[config.mk]
export PLATFORM = sky130hd
export DESIGN_NAME = seq_scan_ctrl_flat
export DESIGN_NICKNAME = d
export VERILOG_FILES = /design/src/rtl/seq_scan_pkg.sv /design/src/rtl/seq_scan_ctrl_if.sv /design/src/rtl/seq_match_core.sv /design/src/rtl/seq_scan_ctrl.sv /design/src/flat_wrapper.sv
export SDC_FILE = /design/constraint.sdc
export NUM_CORES = 1
export LEC_CHECK = 0
export CAP_MARGIN = 0
export CORE_ASPECT_RATIO = 1.5
export CORE_MARGIN = 2
export CORE_UTILIZATION = 55
export CTS_CLUSTER_SIZE = 12
export DETAILED_ROUTE_END_ITERATION = 10
export DONT_BUFFER_PORTS = 1
export PLACE_DENSITY = 0.7
export SLEW_MARGIN = 20
export SYNTH_ARGS = -nofsm -noshare
export SYNTH_HDL_FRONTEND = slang
export SYNTH_SLANG_ARGS = --single-unit
[constraint.sdc]
create_clock -name clk -period 2.15 [get_ports clk]
set_input_delay 0.3225 -clock clk [delete_from_list [all_inputs] [get_ports clk]]
set_output_delay 0.3225 -clock clk [all_outputs]
set_load 0.02 [all_outputs]
[src/rtl/seq_scan_pkg.sv]
// seq_scan_pkg: shared types and reset constants for the serial pattern scan controller.
//   state_t        - handshake/serializer FSM states (IDLE, SHIFT)
//   DEF_PATTERN5   - reset pattern used when PAT_W is 5 (the legacy 10010 detector)
//   DEF_OVERLAP    - reset overlap mode (overlapping matches allowed)
//   DEF_THRESH     - reset irq threshold (0 = irq disabled)
package seq_scan_pkg;

  typedef enum logic [0:0] {
    IDLE  = 1'b0,
    SHIFT = 1'b1
  } state_t;

  localparam logic [4:0]  DEF_PATTERN5 = 5'b10010;
  localparam logic        DEF_OVERLAP  = 1'b1;
  localparam int unsigned DEF_THRESH   = 0;

endpackage

[src/rtl/seq_scan_ctrl_if.sv]
// seq_scan_ctrl_if: word stream handshake between a producer and seq_scan_ctrl.
//   in_valid - producer has a word
//   in_data  - word, serialized MSB first
//   in_ready - controller can accept a word
// Modports: master (producer side), slave (controller side).
interface seq_scan_ctrl_if #(
  parameter int unsigned WORD_W = 8
) ();

  logic              in_valid;
  logic [WORD_W-1:0] in_data;
  logic              in_ready;

  modport master (output in_valid, output in_data, input in_ready);
  modport slave  (input in_valid, input in_data, output in_ready);

endinterface

[src/rtl/seq_match_core.sv]
// seq_match_core: serial PAT_W-bit pattern matcher with history that persists
// across words.
//   clk, rst  - clock, synchronous active-high reset
//   bit_vld   - a bit is presented this cycle
//   bit_in    - the presented bit (newest)
//   pattern   - pattern to match; bit PAT_W-1 is the oldest bit
//   overlap   - 1: overlapping matches, 0: restart fill after a match
//   clr_fill  - clear the fill count (history kept)
//   match     - combinational; high when the presented bit completes a match
module seq_match_core #(
  parameter int unsigned PAT_W = 5
) (
  input  logic             clk,
  input  logic             rst,
  input  logic             bit_vld,
  input  logic             bit_in,
  input  logic [PAT_W-1:0] pattern,
  input  logic             overlap,
  input  logic             clr_fill,
  output logic             match
);

  localparam int unsigned FILL_W = $clog2(PAT_W + 1);

  logic [PAT_W-1:0]  history;
  logic [PAT_W-1:0]  history_nxt;
  logic [FILL_W-1:0] fill;
  logic [FILL_W-1:0] fill_nxt;

  // Fill saturates at PAT_W, so "next fill >= PAT_W" reduces to equality.
  always_comb begin
    history_nxt = {history[PAT_W-2:0], bit_in};
    fill_nxt    = (fill == FILL_W'(PAT_W)) ? fill : fill + FILL_W'(1);
    match       = bit_vld && (fill_nxt == FILL_W'(PAT_W)) && (history_nxt == pattern);
  end

  always_ff @(posedge clk) begin
    if (rst) begin
      history <= '0;
      fill    <= '0;
    end else begin
      if (bit_vld) begin
        history <= history_nxt;
        fill    <= (match && !overlap) ? '0 : fill_nxt;
      end
      if (clr_fill) begin
        fill <= '0;
      end
    end
  end

endmodule

[src/rtl/seq_scan_ctrl.sv]
// seq_scan_ctrl: accepts words over a valid/ready handshake, serializes them MSB
// first into seq_match_core, counts matches and raises a sticky threshold irq.
//   clk, rst     - clock, synchronous active-high reset
//   cfg_we       - config write; taken only in IDLE without a same-cycle handshake
//   cfg_pattern  - pattern (bit PAT_W-1 oldest)
//   cfg_overlap  - 1: overlapping matches, 0: restart after a match
//   cfg_thresh   - irq threshold, 0 disables irq
//   in_bus       - word handshake (slave side)
//   irq_clr      - clears irq and match_cnt
//   busy         - serializing a word
//   match_pulse  - one-cycle match indication
//   match_cnt    - saturating match count since last clear
//   irq          - sticky threshold interrupt
module seq_scan_ctrl
  import seq_scan_pkg::*;
#(
  parameter int unsigned WORD_W = 8,
  parameter int unsigned PAT_W  = 5,
  parameter int unsigned CNT_W  = 8
) (
  input  logic                 clk,
  input  logic                 rst,
  input  logic                 cfg_we,
  input  logic [PAT_W-1:0]     cfg_pattern,
  input  logic                 cfg_overlap,
  input  logic [CNT_W-1:0]     cfg_thresh,
  seq_scan_ctrl_if.slave       in_bus,
  input  logic                 irq_clr,
  output logic                 busy,
  output logic                 match_pulse,
  output logic [CNT_W-1:0]     match_cnt,
  output logic                 irq
);

  localparam int unsigned BC_W = (WORD_W > 1) ? $clog2(WORD_W) : 1;
  localparam logic [PAT_W-1:0] DEF_PAT = (PAT_W == 5) ? PAT_W'(DEF_PATTERN5) : '0;

  state_t            state;
  logic [WORD_W-1:0] sreg;
  logic [BC_W-1:0]   bit_cnt;
  logic [PAT_W-1:0]  pattern_r;
  logic              overlap_r;
  logic [CNT_W-1:0]  thresh_r;

  logic              last_bit;
  logic              hs;
  logic              cfg_take;
  logic              bit_vld;
  logic              match;
  logic [CNT_W-1:0]  cnt_inc;

  // Ready depends only on state and bit_cnt so a new word can be taken in the
  // cycle that feeds the final bit of the current one.
  always_comb begin
    last_bit        = (state == SHIFT) && (bit_cnt == '0);
    in_bus.in_ready = (state == IDLE) || last_bit;
    busy            = (state == SHIFT);
    hs              = in_bus.in_valid && in_bus.in_ready;
    cfg_take        = cfg_we && (state == IDLE) && !hs;
    bit_vld         = (state == SHIFT);
    cnt_inc         = (match_cnt == '1) ? match_cnt : match_cnt + CNT_W'(1);
  end

  always_ff @(posedge clk) begin
    if (rst) begin
      state   <= IDLE;
      sreg    <= '0;
      bit_cnt <= '0;
    end else begin
      case (state)
        IDLE: begin
          if (hs) begin
            sreg    <= in_bus.in_data;
            bit_cnt <= BC_W'(WORD_W - 1);
            state   <= SHIFT;
          end
        end
        SHIFT: begin
          if (last_bit) begin
            if (hs) begin
              sreg    <= in_bus.in_data;
              bit_cnt <= BC_W'(WORD_W - 1);
            end else begin
              state <= IDLE;
            end
          end else begin
            sreg    <= sreg << 1;
            bit_cnt <= bit_cnt - BC_W'(1);
          end
        end
        default: state <= IDLE;
      endcase
    end
  end

  always_ff @(posedge clk) begin
    if (rst) begin
      pattern_r <= DEF_PAT;
      overlap_r <= DEF_OVERLAP;
      thresh_r  <= CNT_W'(DEF_THRESH);
    end else if (cfg_take) begin
      pattern_r <= cfg_pattern;
      overlap_r <= cfg_overlap;
      thresh_r  <= cfg_thresh;
    end
  end

  seq_match_core #(
    .PAT_W (PAT_W)
  ) u_core (
    .clk      (clk),
    .rst      (rst),
    .bit_vld  (bit_vld),
    .bit_in   (sreg[WORD_W-1]),
    .pattern  (pattern_r),
    .overlap  (overlap_r),
    .clr_fill (cfg_take),
    .match    (match)
  );

  // A match coinciding with irq_clr counts as the first match after the clear.
  always_ff @(posedge clk) begin
    if (rst) begin
      match_pulse <= 1'b0;
      match_cnt   <= '0;
      irq         <= 1'b0;
    end else begin
      match_pulse <= match;
      if (irq_clr) begin
        match_cnt <= match ? CNT_W'(1) : '0;
        irq       <= match && (thresh_r == CNT_W'(1));
      end else if (match) begin
        match_cnt <= cnt_inc;
        if ((thresh_r != '0) && (cnt_inc == thresh_r)) begin
          irq <= 1'b1;
        end
      end
    end
  end

endmodule

[src/flat_wrapper.sv]
// flat-port wrapper written by rule: the top's interface ports become plain ports
module seq_scan_ctrl_flat import seq_scan_pkg::*;
#(
  parameter int unsigned WORD_W = 8,
  parameter int unsigned PAT_W  = 5,
  parameter int unsigned CNT_W  = 8
)
  (clk, rst, cfg_we, cfg_pattern, cfg_overlap, cfg_thresh, irq_clr, busy, match_pulse, match_cnt, irq, in_bus_in_valid, in_bus_in_data, in_bus_in_ready);
  seq_scan_ctrl_if #(.WORD_W(WORD_W)) in_bus_i ();
  input  logic clk;
  input  logic rst;
  input  logic cfg_we;
  input  logic [PAT_W-1:0] cfg_pattern;
  input  logic cfg_overlap;
  input  logic [CNT_W-1:0] cfg_thresh;
  input  logic irq_clr;
  output logic busy;
  output logic match_pulse;
  output logic [CNT_W-1:0] match_cnt;
  output logic irq;
  input wire logic [$bits(in_bus_i.in_valid)-1:0] in_bus_in_valid;
  input wire logic [$bits(in_bus_i.in_data)-1:0] in_bus_in_data;
  output wire logic [$bits(in_bus_i.in_ready)-1:0] in_bus_in_ready;
  assign in_bus_i.in_valid = in_bus_in_valid;
  assign in_bus_i.in_data = in_bus_in_data;
  assign in_bus_in_ready = in_bus_i.in_ready;
  seq_scan_ctrl #(.WORD_W(WORD_W), .PAT_W(PAT_W), .CNT_W(CNT_W)) u_core (.clk(clk), .rst(rst), .cfg_we(cfg_we), .cfg_pattern(cfg_pattern), .cfg_overlap(cfg_overlap), .cfg_thresh(cfg_thresh), .in_bus(in_bus_i), .irq_clr(irq_clr), .busy(busy), .match_pulse(match_pulse), .match_cnt(match_cnt), .irq(irq));
endmodule
==> results of run 1 <==
==> state kept, by name (all words and copies together), names as in the netlist <==
signal / cells
u_core.bit_cnt: 3
u_core.overlap_r: 1
u_core.pattern_r: 5
u_core.sreg: 8
u_core.irq: 1
u_core.busy: 1
u_core.u_core.history: 4
u_core.match_cnt: 8
u_core.thresh_r: 8
u_core.match_pulse: 1
u_core.u_core.fill: 3
==> worst paths after layout <==
check                                           start                  end  depth (start not counted)
worst max-delay path            u_core.u_core.fill[1]  u_core.match_cnt[7]                          9
worst min-delay path                              rst   u_core.thresh_r[4]                          1
worst min register to register    u_core.pattern_r[0]  u_core.pattern_r[0]                          2
worst max register to register  u_core.u_core.fill[1]  u_core.match_cnt[7]                          9
==> metal layers <==
metal  GRT usage, %  wire [microns]  part of all wire [%]  up-vias
met5              0               0                     0        -
met4          12.44             109                   2.3        0
met3          5.669             235                   4.9       12
met2          41.31            2552                    53       47
met1          22.66            1911                    40      871
li1               -               -                     -      956
==> per-stage QoR <==
| stage | cells | hold slack, ns | power (W) | instance area, sq um |
|---|---|---|---|---|
| final | 318 | 0.08580 | 0.001619 | 2412 |
| after global routing | 318 | 0.07499 | 0.001688 | 2412 |
| after CTS | 318 | 0.07996 | 0.001625 | 2395 |
| after detailed placement | 310 | 0.3968 | 0.001063 | 2291 |
| after global placement | 310 | 0.3957 | 0.001057 | 2291 |
| after floorplan | 268 | 0.4468 | 0.001034 | 2211 |
==> cell usage in the layout, fill, tap and decap left out, types with 7 or more instances in the layout <==
cell | netlist | layout
a211oi_1 | 14 | 14
a21oi_1 | 24 | 24
buf_4 | 0 | 12
clkbuf_8 | 0 | 7
dfxtp_1 | 43 | 42
inv_1 | 11 | 10
mux2i_1 | 14 | 14
nand2_1 | 39 | 39
nand3_1 | 7 | 7
nor2_1 | 25 | 25
nor3_1 | 9 | 8
xor2_1 | 8 | 8
==> cell families after synthesis <==
group | share of synthesized area (%)
AND/OR/NAND/NOR | 21.51
AO/OA/AOI/OAI | 20.03
flip-flops | 38.94
buffers and inverters | 5.206
multiplexers | 6.338
XOR/XNOR | 5.150
adder cells (fa/ha/maj) | 2.830
==> power breakdown <==
part	leakage [nW]	switching (W)	internal, W	total (W)
sequential	0.352	0.0000287	0.000836	0.000865
clock	0.0505	0.000280	0.000292	0.000573
combinational	0.509	0.0000993	0.0000819	0.000181
total	0.912	0.000408	0.00121	0.00162
==> critical path, delay by kind of cell, from the launching register on <==
family                   cells  cell delay [ns]
buffers and inverters        2             0.25
flip-flops                   1             0.34
adder cells (fa/ha/maj)      1             0.30
AO/OA/AOI/OAI                4             0.80
AND/OR/NAND/NOR              2             0.26
==> cell type report <==
cell class	count	area share, %
well taps	45	2.334
repair buffers	13	4.201
flip-flops and latches	43	35.74
inverters	11	1.712
clock inverters	1	0.3112
clock buffers	7	3.994
multi-input cells	198	51.71
==> repair_timing <==
item / 4_1_cts / 5_1_grt
setup endpoints to repair: 0 / 7
gates resized for setup: 0 / 6
hold buffers: 0 / 0
==> reports/metrics.csv, run 1 <==
metric,value,unit
status,finished clean,
number of synthesized register bits,43,
worst skew pair latency,0.30,ns
critical path required time,2.37,ns
port bufs,0,
synthesis-to-finish area growth,9.111,%
crit-path max cell delay,0.34,ns
grt total ovfl,0,
fin crit share,94.05,%
Mapped Nets,300,
Clock Pin Slew Worst Setup and Hold Paths,0.08,ns
area of the multi-input gates,0.001247,sq mm
Pwr Density,671.2,mW/mm^2
f_max,494.5,MHz
unrepaired setup endpoints after global routing,false,
Post-Syn Area,0.002211,sq mm
Post-Route WL,4.808,mm
Post-CTS Setup Repair Bufs,0,
initial antenna violation count,0,
synth top area cells,"dfxtp_1, nand2_1, mux2i_1",
post-synth top area cell,dfxtp_1,
Starting DRT DRC Count,91,
final hold violations,0,
CTS buffer count,5,
total negative slack,0,ns
# diodes,0,
final worst path period need,2.022,ns
Hold Path Class,primary input to flip-flop,
vias in the first global route,1819,
Final Util,62.03,%
DR vias/cell,5.931,
total die area,0.004553,sq mm
DRT Pass-1 Iters,4,
drt wl/cell,15.12,microns
Pins Over Slew Limit,0,
"Seq/Total Area, Yosys",38.94,%
YS warnings,0,
Setup CP Type,flip-flop to flip-flop,
die height,81.65,microns
Die W,55.77,microns
critical path's slowest cell,dfxtp_2,
Critical Path Fanout Max,6,
clk_skew,0.005517,ns
Max IR drop VDD,0.5766,mV
DR vias,1886,
number of routed nets with antenna violations,0,
Lkg Pwr,0.9117,nW
crit start category,flip-flop,
CTS Root Cell,clkbuf_8,
GRT Total Usage,22.25,%
Rel. slew slack,58.78,%
DR DRC count,0,
Yosys top cell area share,38.94,%
first-pass GRT wire length,8.017,mm
number of flops mapped to enable cells by yosys,0,
Layout Nets,304,
most frequent cell after synthesis,dfxtp_1,
GP Congestion,0.8277,
cells along the critical path,"inv_1, ha_2, a21bo_2, a21oi_1, o2111ai_2, buf_4, nor3_2, nor2_1, a211oi_1",
DP HPWL,3.457,mm
Reg area,862.1,sq um
FF-to-FF setup slack,0.13,ns
Netlist cell types,45,
CTS sink cnt,43,
final number of setup-violating endpoints,0,
share of cells above drive strength 1,12.45,%
H-Tree Depth,2,
synth cell count leaders,"dfxtp_1, nand2_1, nor2_1, a21oi_1",
worst-case clock buffer depth,2,
max cap viols,0,
total core area,0.003889,sq mm
Fillers,362,
critical path data arrival time,2.24,ns
Initial Utilization,56.85,%
Mapped Cells,268,
Async SR Flop Fraction,0,%
endpoint class of the critical path,flip-flop,
# IOs,39,
Least-Margin Pin Slew,0.6184,ns
CTS tree,built,
final setup margin,0.1278,ns
largest net degree at the start of global routing,38,
primary flip-flop cell chosen by synthesis mapping,dfxtp_1,
Row Count,28,
pre-CTS setup slack,0.1040,ns
Post-Syn Area per Cell,8.250,sq um
(Power assumes the default switching activity.)
==> inputs of run 2 (changes only) <==
--- a/config.mk
+++ b/config.mk
@@ -8,11 +8,11 @@
 export CAP_MARGIN = 0
 export CORE_ASPECT_RATIO = 1.5
 export CORE_MARGIN = 2
-export CORE_UTILIZATION = 55
+export CORE_UTILIZATION = 49
 export CTS_CLUSTER_SIZE = 12
 export DETAILED_ROUTE_END_ITERATION = 10
 export DONT_BUFFER_PORTS = 1
-export PLACE_DENSITY = 0.7
+export MAX_ROUTING_LAYER = met4
 export SLEW_MARGIN = 20
 export SYNTH_ARGS = -nofsm -noshare
 export SYNTH_HDL_FRONTEND = slang
==> reports/metrics.csv, run 2 (synthesis results as in run 1) <==
metric,value,unit,change
status,"complete, but fails checks",,
failing checks,design-rule violations,,
GRT Total Usage,22.66,%,+0.41 points
CTS buffer count,5,,unchanged
P_int,0.001171,W,-3.2%
worst skew pair latency,0.30,ns,about the same
met2 wire length,2.757,mm,+8.0%
Rel. slew slack,56.72,%,-2.1 points
critical path data arrival time,2.24,ns,about the same
Final Util,58.59,%,-3.4 points
share of cells above drive strength 1,14.96,%,+2.5 points
Max IR drop VDD,0.4704,mV,-18%
drt wl/cell,16.20,microns,+7.2%
synthesis-to-finish area growth,13.47,%,
Starting DRT DRC Count,96,,+5.5%
DR DRC count,3,,+3
crit start category,flip-flop,,
CTS Root Cell,clkbuf_8,,
GP Congestion,0.8442,,+2.0%
sw power,0.0004006,W,-1.9%
fin crit share,97.15,%,+3.1 points
f_max,478.8,MHz,-3.2%
largest net degree at the start of global routing,38,,unchanged
# IOs,39,,unchanged
Initial Utilization,51.64,%,-5.2 points
DR vias,1926,,+2.1%
DRT Pass-1 Iters,7,,+3
Critical Path Fanout Max,4,,-2
Top Layer Used,met4,,
Sw Ratio,25.48,%,+0.26 points
Hold Path Stages,1,,unchanged
max cap viols,0,,unchanged
Die W,58.85,microns,+5.5%
total die area,0.005077,sq mm,+11%
final hold violations,0,,unchanged
pre-CTS setup slack,0.05145,ns,-0.05255 ns
Post-Route WL,5.185,mm,+7.8%
total core area,0.004282,sq mm,+10%
final worst path period need,2.089,ns,+0.06656 ns
final number of setup-violating endpoints,0,,unchanged
worst-case clock buffer depth,2,,unchanged
Regs by FF count,"u_core.match_cnt: 8 flops, u_core.sreg: 8 flops, u_core.thresh_r: 8 flops",,
# diodes,0,,unchanged
Pins Over Slew Limit,0,,unchanged
Setup CP Type,flip-flop to flip-flop,,
Row Count,29,,+3.6%
CP startpoint,u_core.u_core.fill[1],,
Pwr Density,626.7,mW/mm^2,-6.6%
CTS sink cnt,43,,unchanged
Hold Path Class,primary input to flip-flop,,
Gate power share,11.7,%,+0.5 points
port bufs,0,,unchanged
Critical R2R Launch,u_core.u_core.fill[1],,
final setup margin,0.06128,ns,-0.06656 ns
grt total ovfl,0,,unchanged
vias in the first global route,1925,,+5.8%
first-pass GRT wire length,8.804,mm,+9.8%
Least-Margin Pin Slew,0.6491,ns,+0.03077 ns
DR vias/cell,6.019,,+1.5%
CTS tree,built,,
die height,86.27,microns,+5.7%
DP HPWL,3.703,mm,+7.1%
met1 wire length,2.065,mm,+8.1%
initial antenna violation count,0,,unchanged
FF-to-FF End,u_core.u_core.fill[2],,
hold_sp,rst,,
Flop pwr share,55.1,%,+1.7 points
Clk pwr share,33.1,%,-2.3 points
Layout Nets,306,,+0.66%
Fillers,420,,+16%
CP Capture Point,u_core.u_core.fill[2],,
"commonest non-fill, non-tap cell in the layout",dfxtp_1,,
endpoint class of the critical path,flip-flop,,
number of routed nets with antenna violations,0,,unchanged
H-Tree Depth,2,,unchanged
Clock Pin Slew Worst Setup and Hold Paths,0.08,ns,about the same
Met3 Routed Length,177,microns,-25%
clk_skew,0.009002,ns,+0.003486 ns
R2R depth,9,,unchanged
critical path required time,2.30,ns,-0.07 ns
Lkg Pwr,0.9532,nW,+4.6%
"commonest cells after routing, fill and taps aside","dfxtp_1, nand2_1, nor2_1, a21oi_1",,
FF-to-FF setup slack,0.06,ns,-0.07 ns
run 2: power by group through the flow:
stage / Sequential [W] / Clock, W / Combinational (W)
after floorplan: 0.000878 / 0 / 0.000155
after global placement: 0.000883 / 0 / 0.000172
after detailed placement: 0.000884 / 0 / 0.000175
after CTS: 0.000865 / 0.000530 / 0.000176
after global routing: 0.000872 / 0.000570 / 0.000212
final: 0.000867 / 0.000521 / 0.000185
run 2: how the worst min path moves through the flow:
stage / slack, ns / to
floorplan: 0.45 / u_core.pattern_r[4]
global placement: 0.39 / u_core.thresh_r[4]
detailed placement: 0.40 / u_core.thresh_r[4]
CTS: 0.08 / u_core.thresh_r[1]
global route: 0.08 / u_core.thresh_r[7]
finish: 0.09 / u_core.thresh_r[4]
run 2: critical path, stage by stage, from the launching register on:
cell,delay (ns)
dfxtp_2,0.35
inv_2,0.05
ha_4,0.16
or3_4,0.38
a21boi_4,0.18
o2111ai_4,0.17
buf_12,0.18
clkbuf_16,0.14
o21ai_0,0.22
a2111oi_2,0.11
run 2: what timing repair did:
item                                   4_1_cts  5_1_grt
endpoints found under the hold margin        0        0
setup buffers                                0        1
resized for setup                            0       16
setup endpoints to repair                    0        8
hold buffers                                 0        0
run 2: layout make-up:
type                            instances  area [sq um]  area share (%)
Clock buffer                            6         82.58           3.292
Timing Repair Buffer                   15         155.1           6.185
Clock inverter                          1         5.005          0.1995
Inverter                               11         45.04           1.796
Sequential cell                        43         863.3           34.41
Tap cell                               46         57.56           2.294
Multi-Input combinational cell        198          1300           51.82
run 2: per-layer routing:
layer / vias to the layer above / track usage (%)
met1: 906 / 24.98
met2: 44 / 39.19
li1: 958 / -
met3: 18 / 3.582
met4: 0 / 10.12
met5: - / -
run 2: stage by stage:
step	cell area (sq um)	TNS, ns	instances	hold slack, ns	power (W)
finish	2509	0	320	0.09114	0.001572
global route	2509	-0.005269	320	0.08255	0.001654
CTS	2392	0	318	0.08185	0.001571
detailed placement	2305	0	311	0.3975	0.001059
global placement	2305	0	311	0.3947	0.001056
floorplan	2211	0	268	0.4468	0.001034
